<file path="config.mk">
export PLATFORM = sky130hd
export DESIGN_NAME = sw_conditioner
export DESIGN_NICKNAME = d
export VERILOG_FILES = /design/src/rtl/sw_conditioner.sv
export SDC_FILE = /design/constraint.sdc
export NUM_CORES = 1
export LEC_CHECK = 0
export ABC_AREA = 1
export BUFFER_PORTS_ARGS = -buffer_cell sky130_fd_sc_hd__buf_2
export CAP_MARGIN = 10
export CORE_MARGIN = 2
export CORE_UTILIZATION = 26
export DETAILED_ROUTE_END_ITERATION = 8
export SLEW_MARGIN = 30
export SYNTH_ARGS = -nofsm -noshare
export SYNTH_HDL_FRONTEND = slang
export SYNTH_SLANG_ARGS = --single-unit
</file>
<file path="constraint.sdc">
create_clock -name clk -period 2 [get_ports clk]
set_clock_uncertainty 0.2 [all_clocks]
set_input_delay 0.3 -clock clk [delete_from_list [all_inputs] [get_ports clk]]
set_output_delay 0.3 -clock clk [all_outputs]
set_load 0.01 [all_outputs]
</file>
<file path="src/rtl/sw_conditioner.sv">
// Slide-switch conditioner: per-bit 2-flop synchronizer, debounce counter and edge pulses.
// Optional SW_COND_STICKY_EN adds clr_chg / chg_flags sticky "switch moved" flags.

module sw_cond_bit #(
    parameter int DEBOUNCE_CYCLES = 500000
) (
    input  logic clk,
    input  logic rst_n,
    input  logic sync_i,
    output logic stable_o,
    output logic rise_o,
    output logic fall_o,
    output logic pending_o
);
    localparam int             CW   = $clog2(DEBOUNCE_CYCLES);
    localparam logic [CW-1:0]  LAST = CW'(DEBOUNCE_CYCLES - 1);

    logic [CW-1:0] cnt_q, cnt_d;
    logic          stable_q, stable_d;
    logic          rise_q, rise_d;
    logic          fall_q, fall_d;

    // Any cycle where the synced level matches the accepted level restarts the count.
    always_comb begin
        cnt_d    = '0;
        stable_d = stable_q;
        rise_d   = 1'b0;
        fall_d   = 1'b0;
        if (sync_i != stable_q) begin
            if (cnt_q == LAST) begin
                stable_d = sync_i;
                rise_d   = sync_i;
                fall_d   = ~sync_i;
            end else begin
                cnt_d = cnt_q + CW'(1);
            end
        end
    end

    always_ff @(posedge clk or negedge rst_n) begin
        if (!rst_n) begin
            cnt_q    <= '0;
            stable_q <= 1'b0;
            rise_q   <= 1'b0;
            fall_q   <= 1'b0;
        end else begin
            cnt_q    <= cnt_d;
            stable_q <= stable_d;
            rise_q   <= rise_d;
            fall_q   <= fall_d;
        end
    end

    assign stable_o  = stable_q;
    assign rise_o    = rise_q;
    assign fall_o    = fall_q;
    assign pending_o = sync_i ^ stable_q;
endmodule

module sw_conditioner #(
    parameter int WIDTH           = 10,
    parameter int DEBOUNCE_CYCLES = 500000
) (
    input  logic             clk,
    input  logic             rst_n,
    input  logic [WIDTH-1:0] sw_raw,
    output logic [WIDTH-1:0] sw_out,
    output logic [WIDTH-1:0] sw_rise,
    output logic [WIDTH-1:0] sw_fall,
    output logic             sw_settled
`ifdef SW_COND_STICKY_EN
    ,
    input  logic             clr_chg,
    output logic [WIDTH-1:0] chg_flags
`endif
);
    logic [WIDTH-1:0] sync1_q, sync2_q;
    logic [WIDTH-1:0] pending;

    always_ff @(posedge clk or negedge rst_n) begin
        if (!rst_n) begin
            sync1_q <= '0;
            sync2_q <= '0;
        end else begin
            sync1_q <= sw_raw;
            sync2_q <= sync1_q;
        end
    end

    for (genvar g = 0; g < WIDTH; g++) begin : g_bit
        sw_cond_bit #(.DEBOUNCE_CYCLES(DEBOUNCE_CYCLES)) u_bit (
            .clk      (clk),
            .rst_n    (rst_n),
            .sync_i   (sync2_q[g]),
            .stable_o (sw_out[g]),
            .rise_o   (sw_rise[g]),
            .fall_o   (sw_fall[g]),
            .pending_o(pending[g])
        );
    end

    assign sw_settled = ~|pending;

`ifdef SW_COND_STICKY_EN
    logic [WIDTH-1:0] chg_q, chg_d;

    // A pulse arriving in the same cycle as a clear still leaves its flag set.
    always_comb begin
        chg_d = (chg_q & ~{WIDTH{clr_chg}}) | sw_rise | sw_fall;
    end

    always_ff @(posedge clk or negedge rst_n) begin
        if (!rst_n) chg_q <= '0;
        else        chg_q <= chg_d;
    end

    assign chg_flags = chg_q;
`endif
endmodule

</file>
# ---- After elaboration in Yosys (flattened, before gate mapping)
# Cells that the tools add are included.
# W data, S select, Z words.
dict set report word_totals {
  reg_bits 240
  latch_bits 0
  ram_bits 0
  rom_bits 0
  input_bits 12
  output_inout_bits 31
  word_cells 164
  memories 0
}
dict set report classes {
  n_addsub 10
  mul 0
  div 0
  n_lt_le_gt_ge 0
  eq_ne 20
  n_shift 0
  muxes 60
  n_bitwise 20
  n_reduce_logical 12
}
# op count
set ops {}
lappend ops {{$mux W19} 20}
lappend ops {{$add A19 B1 Y19 const B} 10}
lappend ops {{$eq A19 B19 Y1 const B} 10}
lappend ops {{$mux W1} 40}
lappend ops {{$reduce_and A2 Y1} 10}
lappend ops {{$ne A1 B1 Y1} 10}
lappend ops {{$not A1 Y1} 10}
lappend ops {{$reduce_or A10 Y1} 1}
lappend ops {{$xor A1 B1 Y1} 10}
lappend ops {{$logic_not A1 Y1} 1}

# ---- Logic depth before layout (Yosys ltp)
dict set report logic_depth {
  ltp_word 3
  ltp_mapped 9
  mapped_depth_nobuf 9
}

# ---- Modules after synthesis
# From an unflattened synthesis, not the netlist that was laid out.
dict set report hier_totals {
  cells_unflattened 1788
  hier_area_um2 13143.9
}
# module n_inst cells_each area_each_um2
set modules_own_cells {}
lappend modules_own_cells {sw_cond_bit 10 176 1261.2}
lappend modules_own_cells {sw_conditioner 1 28 531.8}

# ---- Worst setup path before layout
# No wires, ideal clock.
dict set report synth_timing {
  kind {reg2out}
  from {reg g_bit[0].u_bit.stable_q}
  to {out sw_settled}
  t_arrival_ns 1.211
  required_ns 1.500
  setup_slack_ns 0.289
  stages_incl_launch_ff 7
  n_path_buf 1
  cell_sequence {dfrtp_1 inv_1 nor2_1 nor2_1 buf_2 nand4_1 nor3_1}
}
dict set report synth_via {
  elab_chain_len 3
}
# element line_no
set synth_rtl {}
lappend synth_rtl {{from (decl)} 19} ;# logic stable_q, stable_d;
lappend synth_rtl {{from (signal assigned)} 48} ;# stable_q <= stable_d;
lappend synth_rtl {{$xor A1 B1 Y1} 57} ;# assign pending_o = sync_i ^ stable_q;
lappend synth_rtl {{$reduce_or A10 Y1} 102} ;# assign sw_settled = ~|pending;
lappend synth_rtl {{$logic_not A1 Y1} 102}
lappend synth_rtl {{to (decl)} 70} ;# output logic sw_settled
# Every way passes these cells.

# ---- Worst setup path in the final report
# Same ends and word-level chain as after synthesis.

==> flow_summary.ini <==
[floorplanning]
die_w_um = 228
dieArea_sq_um = 52100
core_sq_um = 49900
initial_core_util = 0.262
rows = 82
die_h_um = 228
io_pins = 43

[worst_setup_path]
cp_num_buf_inv = 3
worstPathArrival_ps = 1860
cp_top_family = simple AND/OR/NAND/NOR gates
crit_fanout = 3
critPathCaptureType = output pin
r2r_end = g_bit[6].u_bit.rise_o
crit_type = flop to output pin
slowest_delay_ps = 390
required_ps = 1500
r2r-start = sync2_q[6]
r2r_cells = 10
cp_slowest_cell = dfrtp_1
cpMostUsedCell = nor2_1
regToRegSetupSlack_ps = 110
path_cells = inv_1 -> nor2_1 -> nor2_1 -> nand4_1 -> nor3_2 -> buf_4 -> buf_6
worst_setup_path_start_kind = flop

[global_routing]
grt_max_degree = 47
grt_pass1_wl_mm = 50.5
first_global_vias = 10700
antenna_found_initial = 0
grt_overflow = 0
grt_use_total = 0.114

[timing]
fin_tns_setup_ps = -360
fmax_mhz = 424
layout_min_cycle_time_ps = 2360
setup_viol_count_final = 1
max-slew-margin-rel = 0.699
rsz0062_at_grt = yes
finalCritPeriodShare = 1.18
hold_viol_final = 0
fin_ws_ps = -360
slew_violations = 0
worstMarginPinSlew_ps = 451

[clocking]
cts_root_buffer = clkbuf_16
clkTransAtPathRegs_ps = 60
numCtsBuffers = 27
clock-sinks = 240
cts_tree = yes
htreeDepth = 1
clk-insertion-delay-late_ps = 560
clockBufferDepth = 3

[yosys]
synth_compound_area_frac = 0.0271
synth-seq-cells = 240
synth_area_sq_um = 13100
synth_top_area_share = 0.460
synth_seq_area_share = 0.460
synth_simple_gate_area_frac = 0.366
postSynthCellCount = 1771
synth_area_per_cell_sq_um = 7.38
syn_nets = 1793
synth_xor_area_frac = 0.0563
yosysTopAreaCell = dfrtp_1
synth_area_leaders = dfrtp_1, nor2_1, nand2_1
synth_mux_area_frac = 0
synth_top_family_by_area = simple AND/OR/NAND/NOR gates
ys_types = 26
ys_warn_count = 0
synthAdderAreaFrac = 0.00958

[final_layout]
n_antenna_cell = 0
postLayoutCoreUtil = 0.308
drive_above_1_share = 0.123
fillCellCount = 5357
multi_input_area_sq_um = 6070
nets = 1880
final_common_cell = nor2_1
layout_common_cells = nor2_1, nand2_1, dfrtp_1
final_cells = 2549
seqCellArea_sq_um = 6010
finalInstanceArea_sq_um = 15400
area_growth_pct = 17.5

[power]
vdd_drop_max_mv = 0.574
power.leakage_nw = 6.57
cellPowerDensity_nw_per_um2 = 678
power_mw = 10.4

[run_status]
status = complete, but fails checks
violations = negative setup slack

[drt]
drt_iter0_drc = 869
vias_per_cell = 4.27
routed_wl_mm = 29.1
via_count = 10900
wl_per_cell_um = 11.4
dr.pass1.iters = 5
ant_nets = 0
drc = 0

[min_path]
min_path_type = primary input to asynchronous set/reset pin

[placement]
hpwlAfterDp_mm = 21.3
io_buffers = 42
place.gp.congestion = 0.883
place_area_sq_um = 14100
dp.cells = 2470

[run]
maxCapViolCount = 0
## cell families (layout without fill, tap and decap cells)
| kind of cell | count (synthesis) | after routing |
|---|---|---|
| AND/OR/NAND/NOR | 1122 | 1122 |
| buffers and inverters | 246 | 352 |
| AO/OA/AOI/OAI | 69 | 69 |
| XOR/XNOR | 84 | 84 |
| flip-flops | 240 | 240 |
| adder cells (fa/ha/maj) | 10 | 10 |
## worst max-delay path by stage
stage                             from    endpoint  slack, ps  depth (start not counted)
2_1_floorplan  g_bit[0].u_bit.stable_o  sw_settled        290                          6
3_3_place_gp   g_bit[7].u_bit.stable_o  sw_settled         30                          7
3_5_place_dp   g_bit[7].u_bit.stable_o  sw_settled        -20                          7
4_1_cts                     sync2_q[7]  sw_settled       -440                          7
5_1_grt        g_bit[7].u_bit.stable_o  sw_settled       -470                          7
6_report       g_bit[0].u_bit.stable_o  sw_settled       -360                          7
## metal layers
metal  part of all wire  vias to the layer above  global-route usage
met5                  0                        -                   0
met2               0.45                      171               0.185
li1                   -                     5617                   -
met3              0.036                       48              0.0184
met4              0.024                        0              0.0325
met1               0.49                     5039               0.156
## sequential cells by signal, summed over array words and instances, names as in the netlist
register / flops
g_bit.u_bit.cnt_q: 190
g_bit.u_bit.fall_o: 10
g_bit.u_bit.rise_o: 10
g_bit.u_bit.stable_o: 10
sync1_q: 10
sync2_q: 10
## metrics by stage
step                hold WS (ps)  setup slack, ps
finish                      33.9             -360
global placement            52.8             25.2
detailed placement          50.7            -19.1
floorplan                   -196              289
CTS                         38.1             -438
global route                65.2             -472
## worst reg2reg max path, cell delays in order, from the launching register on
cell,delay [ps]
dfrtp_1,410
inv_2,60
buf_4,130
buf_6,100
buf_4,110
buf_4,120
buf_4,120
buf_4,120
buf_4,120
buf_4,130
nor3_4,180
## cells in the mapped netlist
cell and number:
nor3_1 28, o22ai_1 3, buf_2 14, and2_0 1
and3_1 2, nand3_2 10, xor2_1 50, nand4_1 12
nor2_2 28, nand3b_1 3, a21oi_1 40, nand2_1 321
inv_2 1, nor2_1 525, o21ai_0 24, nor3b_1 13
nand3_1 139, nand2_2 22, o21bai_1 2, inv_1 200
ha_1 10, nor2_4 7, and2_1 11, buf_4 31
xnor2_1 34, dfrtp_1 240
## area by class of cell
cell class                      instances  share of cell area
Clock buffer                           36              0.0501
Clock inverter                         12             0.00872
Inverter                              201              0.0491
Multi-Input combinational cell       1285               0.395
Sequential cell                       240               0.391
Tap cell                              672              0.0548
Timing Repair Buffer                  103              0.0507
## report_power, final
part / total [mW] / switching (mW) / leakage [nW] / internal, mW
logic: 0.404 / 0.260 / 2.84 / 0.143
clock network: 5.04 / 2.07 / 0.446 / 2.97
registers: 4.98 / 0.0505 / 3.28 / 4.93
total: 10.4 / 2.38 / 6.57 / 8.03
## timing repair
action,4_1_cts,5_1_grt
gates resized for setup,23,10
pin swaps,8,7
buffers inserted,19,6
hold endpoints to repair,250,0
setup endpoints to repair,1,2
hold buffers,11,0
Power figures use the tool's default switching activity.
